<file path="src/rtl/mem_bus_arbiter.sv">
// Two-port memory bus arbiter: per-cycle round-robin with bounded bus lock, registered
// memory command and a two-stage {valid, port} tag pipe that steers read data back.
module mem_bus_arbiter #(
    parameter int ADDR_W   = 16,
    parameter int DATA_W   = 8,
    parameter int MAX_LOCK = 4
) (
    input  logic              clk,
    input  logic              reset,
    input  logic              req0,
    input  logic              req1,
    input  logic              lock0,
    input  logic              lock1,
    input  logic              rw0,
    input  logic              rw1,
    input  logic [ADDR_W-1:0] addr0,
    input  logic [ADDR_W-1:0] addr1,
    input  logic [DATA_W-1:0] wdata0,
    input  logic [DATA_W-1:0] wdata1,
    output logic              gnt0,
    output logic              gnt1,
    output logic              rvalid0,
    output logic              rvalid1,
    output logic [DATA_W-1:0] rdata0,
    output logic [DATA_W-1:0] rdata1,
    output logic              mem_en,
    output logic              mem_rw,
    output logic [ADDR_W-1:0] mem_addr,
    output logic [DATA_W-1:0] mem_wdata,
    input  logic [DATA_W-1:0] mem_rdata
);

    localparam int CNT_W = $clog2(MAX_LOCK + 1);

    typedef enum logic [1:0] {
        IDLE  = 2'd0,
        LOCK0 = 2'd1,
        LOCK1 = 2'd2
    } state_e;

    state_e            state_q, state_d;
    logic [CNT_W-1:0]  lock_cnt_q, lock_cnt_d;
    logic              last_q, last_d;
    logic              mem_en_q, mem_en_d;
    logic              mem_rw_q, mem_rw_d;
    logic [ADDR_W-1:0] mem_addr_q, mem_addr_d;
    logic [DATA_W-1:0] mem_wdata_q, mem_wdata_d;
    logic              tag_valid_q, tag_valid_d;
    logic              tag_port_q, tag_port_d;
    logic              ret_valid_q, ret_valid_d;
    logic              ret_port_q, ret_port_d;

    logic grant;
    logic win;
    logic held_port;
    logic held_req;
    logic held_lock;
    logic released;
    logic idle_win;

    // Arbitration: a lock that has used up MAX_LOCK grants falls back to plain
    // round-robin, and since last_q already names the locked port the other side wins.
    always_comb begin
        // NOTE: every combinational output gets a default first so no path infers a latch.
        state_d    = state_q;
        lock_cnt_d = lock_cnt_q;
        last_d     = last_q;
        grant      = 1'b0;
        win        = 1'b0;
        held_port  = (state_q == LOCK1);
        held_req   = held_port ? req1 : req0;
        held_lock  = held_port ? lock1 : lock0;
        released   = (lock_cnt_q == CNT_W'(MAX_LOCK));
        idle_win   = (req0 && req1) ? ~last_q : req1;

        if (state_q == IDLE || released) begin
            if (req0 || req1) begin
                grant = 1'b1;
                win   = idle_win;
                if (idle_win ? lock1 : lock0) begin
                    state_d    = idle_win ? LOCK1 : LOCK0;
                    lock_cnt_d = CNT_W'(1);
                end else begin
                    state_d    = IDLE;
                    lock_cnt_d = '0;
                end
            end else begin
                state_d    = IDLE;
                lock_cnt_d = '0;
            end
        end else if (held_req) begin
            grant = 1'b1;
            win   = held_port;
            if (held_lock) begin
                lock_cnt_d = lock_cnt_q + CNT_W'(1);
            end else begin
                state_d    = IDLE;
                lock_cnt_d = '0;
            end
        end else begin
            state_d    = IDLE;
            lock_cnt_d = '0;
        end

        if (grant) begin
            last_d = win;
        end
    end

    always_comb begin
        mem_en_d    = grant;
        mem_rw_d    = mem_rw_q;
        mem_addr_d  = mem_addr_q;
        mem_wdata_d = mem_wdata_q;
        if (grant) begin
            mem_rw_d    = win ? rw1 : rw0;
            mem_addr_d  = win ? addr1 : addr0;
            mem_wdata_d = win ? wdata1 : wdata0;
        end
        tag_valid_d = grant && (win ? rw1 : rw0);
        tag_port_d  = win;
        ret_valid_d = tag_valid_q;
        ret_port_d  = tag_port_q;
    end

    always_ff @(posedge clk or posedge reset) begin
        if (reset) begin
            state_q     <= IDLE;
            lock_cnt_q  <= '0;
            last_q      <= 1'b1;
            mem_en_q    <= 1'b0;
            mem_rw_q    <= 1'b1;
            mem_addr_q  <= '0;
            mem_wdata_q <= '0;
            tag_valid_q <= 1'b0;
            tag_port_q  <= 1'b0;
            ret_valid_q <= 1'b0;
            ret_port_q  <= 1'b0;
        end else begin
            // NOTE: state uses non-blocking assignment so every flop samples pre-edge values.
            state_q     <= state_d;
            lock_cnt_q  <= lock_cnt_d;
            last_q      <= last_d;
            mem_en_q    <= mem_en_d;
            mem_rw_q    <= mem_rw_d;
            mem_addr_q  <= mem_addr_d;
            mem_wdata_q <= mem_wdata_d;
            tag_valid_q <= tag_valid_d;
            tag_port_q  <= tag_port_d;
            ret_valid_q <= ret_valid_d;
            ret_port_q  <= ret_port_d;
        end
    end

    assign gnt0      = grant && !win && !reset;
    assign gnt1      = grant && win && !reset;
    assign mem_en    = mem_en_q;
    assign mem_rw    = mem_rw_q;
    assign mem_addr  = mem_addr_q;
    assign mem_wdata = mem_wdata_q;
    assign rvalid0   = ret_valid_q && !ret_port_q;
    assign rvalid1   = ret_valid_q && ret_port_q;
    assign rdata0    = mem_rdata;
    assign rdata1    = mem_rdata;

endmodule

</file>
<file path="config.mk">
export PLATFORM = sky130hd
export DESIGN_NAME = mem_bus_arbiter
export DESIGN_NICKNAME = d
export VERILOG_FILES = /design/src/rtl/mem_bus_arbiter.sv
export SDC_FILE = /design/constraint.sdc
export NUM_CORES = 1
export LEC_CHECK = 0
export ABC_CLOCK_PERIOD_IN_PS = 2000
export CAP_MARGIN = 10
export CELL_PAD_IN_SITES_DETAIL_PLACEMENT = 1
export CELL_PAD_IN_SITES_GLOBAL_PLACEMENT = 2
export CORE_MARGIN = 2
export CORE_UTILIZATION = 22
export CTS_BUF_LIST = sky130_fd_sc_hd__clkbuf_8
export DETAILED_ROUTE_END_ITERATION = 8
export PLACE_DENSITY = 0.81
export RECOVER_POWER = 50
export SYNTH_ARGS = -nofsm -noshare
export SYNTH_HDL_FRONTEND = slang
export SYNTH_SLANG_ARGS = --single-unit
</file>
<file path="constraint.sdc">
create_clock -name clk -period 2 [get_ports clk]
set_input_delay 0.4 -clock clk [delete_from_list [all_inputs] [get_ports clk]]
set_output_delay 0.4 -clock clk [all_outputs]
set_load 0.02 [all_outputs]
</file>
==> impl_metrics.csv <==
group,metric,value,unit
finish,fillers,848,
setup_path,worst_path_max_delay_cell,"dfrtp_1",
sta,hold_viol,0,
setup_path,start_kind,"flip-flop",
finish,nets,300,
grt,grt_start_max_net_pins,37,
clock_network,cts.sinks,36,
setup_path,cp.arrival,1.63,ns
grt,grt_first_pass_wirelength,7480,um
synthesis,synth_cell_types,34,
synthesis,ys_ff_latch,36,
setup_path,path_cells,"inv_2, ha_4, a21bo_4, a21oi_2, or2_4, nor3_4, buf_6",
clock_network,clk_pin_slew_worst_paths,0.07,ns
synthesis,ys_async_sr_fraction,1.00,
sta,fin_worst_hold_slack,0.348,ns
power_and_ir_drop,power_density,776,nW/um^2
clock_network,cts_buffers,5,
synthesis,syn-cell-area,1780,um^2
sta,slew_headroom,0.400,
drt,drtPass1Iterations,4,
power_and_ir_drop,seqPwrFrac,0.411,
synthesis,synth_edf_count,0,
setup_path,critical_path_class,"flip-flop to primary output",
finish,antennaDiodeCount,0,
synthesis,syn-num-nets,218,
finish,utilization,0.361,
grt,grt_pass1_vias,1565,
drt,vias,1434,
job,cap_violations,0,
synthesis,ys.flop_type,"dfrtp_1",
power_and_ir_drop,peakVddDrop,0.255,mV
sta,slew_viol_final,0,
grt,grt_antenna_before_repair,0,
setup_path,cp.required,1.60,ns
grt,overflow,0,
power_and_ir_drop,p_clk_frac,0.253,
floorplan,die_x,94.1,um
floorplan,die_area,8850,um^2
finish,synthToLayoutAreaGrowth,58.1,%
placed_design,hpwlAfterDp,3370,um
floorplan,rows,32,
run_status,status,"finished, violations left",
power_and_ir_drop,swShare,0.288,
synthesis,synth-seq-area-share,0.506,
drt,vias_per_cell,4.27,
placed_design,gp_congestion,0.766,
drt,wl_per_cell,13.6,um
placed_design,dp.cells,329,
placed_design,io_buffers,85,
floorplan,core_area,7810,um^2
setup_path,critPathCaptureType,"primary output",
clock_network,clk_latency,0.28,ns
power_and_ir_drop,intPower,0.00156,W
placed_design,post-place-ws,-0.656,ns
floorplan,io_pins,110,
power_and_ir_drop,power.share.combinational,0.336,
clock_network,hold_buffers,0,
floorplan,fp.dieH,94.1,um
drt,drt_wl_total,4570,um
sta,finClkSkew,0.00491,ns
power_and_ir_drop,p_leak,1.19,nW
sta,final.setup.tns,-0.0291,ns
run_status,violations,"negative setup slack",
sta,final-setup-viol-count,1,
sta,worst_slew_pin_slew,0.900,ns
sta,setup_ws,-0.0291,ns
drt,drtAntennaViolNets,0,
clock_network,cts_tree,"done",
clock_network,ctsRootBufferMaster,"clkbuf_8",
sta,layout_min_cycle_time,2.03,ns
clock_network,clk_path_buf_depth,2,
synthesis,syn_inst,152,
finish,drive_above_1_share,0.162,
power_and_ir_drop,switching_power,0.000631,W
floorplan,start_util,0.229,
grt,grt_usage,0.109,
synthesis,avgSynthCellArea,11.7,um^2
drt,first_iter_violations,28,
sta,fin_crit_sh,1.01,
drt,drc,0,
setup_path,slowest_delay,0.39,ns
synthesis,ys_warn_count,0,
setup_path,cp_max_fo,3,
sta,grt_setup_unrepaired,"true",
finish,fin_cells,336,
min_path,min_path_type,"flip-flop to flip-flop",
sta,fmax,493,MHz
clock_network,htreeDepth,2,
-- final timing paths --
path,start,end,slack [ns],depth (start not counted)
max,lock_cnt_q[1],gnt0,-0.03,7
min,ret_valid_d,ret_valid_q,0.35,0
max reg2reg,lock_cnt_q[1],mem_addr[1],0.17,7
min reg2reg,ret_valid_d,ret_valid_q,0.35,0
max in group asynchronous,reset,mem_addr[3],0.64,3
min in group asynchronous,reset,mem_addr[15],0.80,3
-- flip-flops by register name, indices dropped and copies added (netlist names) --
name         count
state_q          2
ret_port_d       1
mem_addr        16
ret_port_q       1
mem_wdata        8
mem_en           1
ret_valid_q      1
ret_valid_d      1
last_q           1
mem_rw           1
lock_cnt_q       3
-- cell usage after synthesis, drive strengths merged (2+ instances only) --
master / count / area share
a21oi: 2 / 0.0056
nor3: 4 / 0.017
a221o: 25 / 0.14
a21boi: 2 / 0.0084
buf: 23 / 0.11
a21o: 2 / 0.0084
nor2: 4 / 0.0084
nand2: 2 / 0.0042
dfstp: 2 / 0.029
and2: 29 / 0.10
clkbuf: 2 / 0.0049
dfrtp: 34 / 0.48
ha: 2 / 0.014
nor2b: 2 / 0.0070
inv: 4 / 0.0084
-- power groups by stage --
stage | clock network (W) | registers (W) | logic [W]
3_3_place_gp | 0 | 0.000909 | 0.000730
5_1_grt | 0.000613 | 0.000918 | 0.000797
4_1_cts | 0.000575 | 0.000900 | 0.000743
6_report | 0.000554 | 0.000899 | 0.000735
2_1_floorplan | 0 | 0.00102 | 0.000290
3_5_place_dp | 0 | 0.000909 | 0.000735
-- layout make-up --
class | count | area [um^2] | area share
repair buffers | 100 | 961 | 0.341
flip-flops and latches | 36 | 903 | 0.320
multi-input cells | 87 | 718 | 0.255
well taps | 102 | 128 | 0.0452
clock buffers | 7 | 96.3 | 0.0341
inverters | 4 | 15.0 | 0.00532
-- kinds of logic after synthesis --
group,count (synthesis),share of synthesized area
flip-flops,36,0.506
XOR/XNOR,1,0.00491
multiplexers,1,0.00561
AND/OR/NAND/NOR,47,0.161
AO/OA/AOI/OAI,36,0.187
adder cells (fa/ha/maj),2,0.0140
buffers and inverters,29,0.121
-- worst max-delay path: cells and delay by family, from the launching register on --
family	cells	cell delay [ns]
buffers and inverters	2	0.21
adder cells (fa/ha/maj)	1	0.15
AO/OA/AOI/OAI	2	0.20
flip-flops	1	0.39
AND/OR/NAND/NOR	2	0.40
-- placed cells by master (no fill, tap or decap) --
master	synthesis	layout
mux2i_1	1	1
nand3_1	1	1
nor3_2	2	1
a21boi_2	0	1
xnor2_1	1	1
and2_1	28	28
nor2b_1	2	2
nand2_1	2	2
a21bo_4	0	1
or3_1	1	1
buf_4	16	14
clkdlybuf4s50_1	0	81
a21boi_0	1	1
and2_4	1	1
o32ai_1	1	1
dfrtp_1	34	34
nor3_1	2	1
dlygate4sd2_1	0	2
and3_1	1	1
buf_6	6	2
o211a_4	0	1
dfstp_2	2	2
inv_1	4	2
o21ai_0	1	1
nor2_1	4	4
and3b_1	1	1
inv_2	0	2
or2_4	0	1
ha_1	2	1
nor3_4	0	2
a21o_1	2	2
nand2b_1	1	1
a21oi_1	2	1
clkbuf_2	1	1
o2bb2ai_1	1	1
a21oi_2	0	1
a221o_1	25	25
clkbuf_8	0	7
ha_4	0	1
-- metal layers --
layer	wire (um)	share of wire	vias up	GRT usage
met5	0	0	-	0
met4	52	0.011	0	0.0386
met3	466	0.10	8	0.0433
met2	2200	0.48	61	0.183
met1	1850	0.41	672	0.126
li1	-	-	693	-
-- per-stage QoR --
| stage | cell area (um^2) | total power [W] |
|---|---|---|
| after floorplan | 1800 | 0.00131 |
| after global placement | 2690 | 0.00164 |
| after detailed placement | 2690 | 0.00164 |
| after CTS | 2810 | 0.00222 |
| after global routing | 2820 | 0.00233 |
| final | 2820 | 0.00219 |
-- repair_timing --
item                                    4_1_cts  5_1_grt
buffers inserted                              1        0
cloned                                        0        0
gates resized for setup                      16        7
endpoints found under the setup margin        2       27
pin swaps                                     6        0
Note: power is estimated with default switching activity, not from simulation.
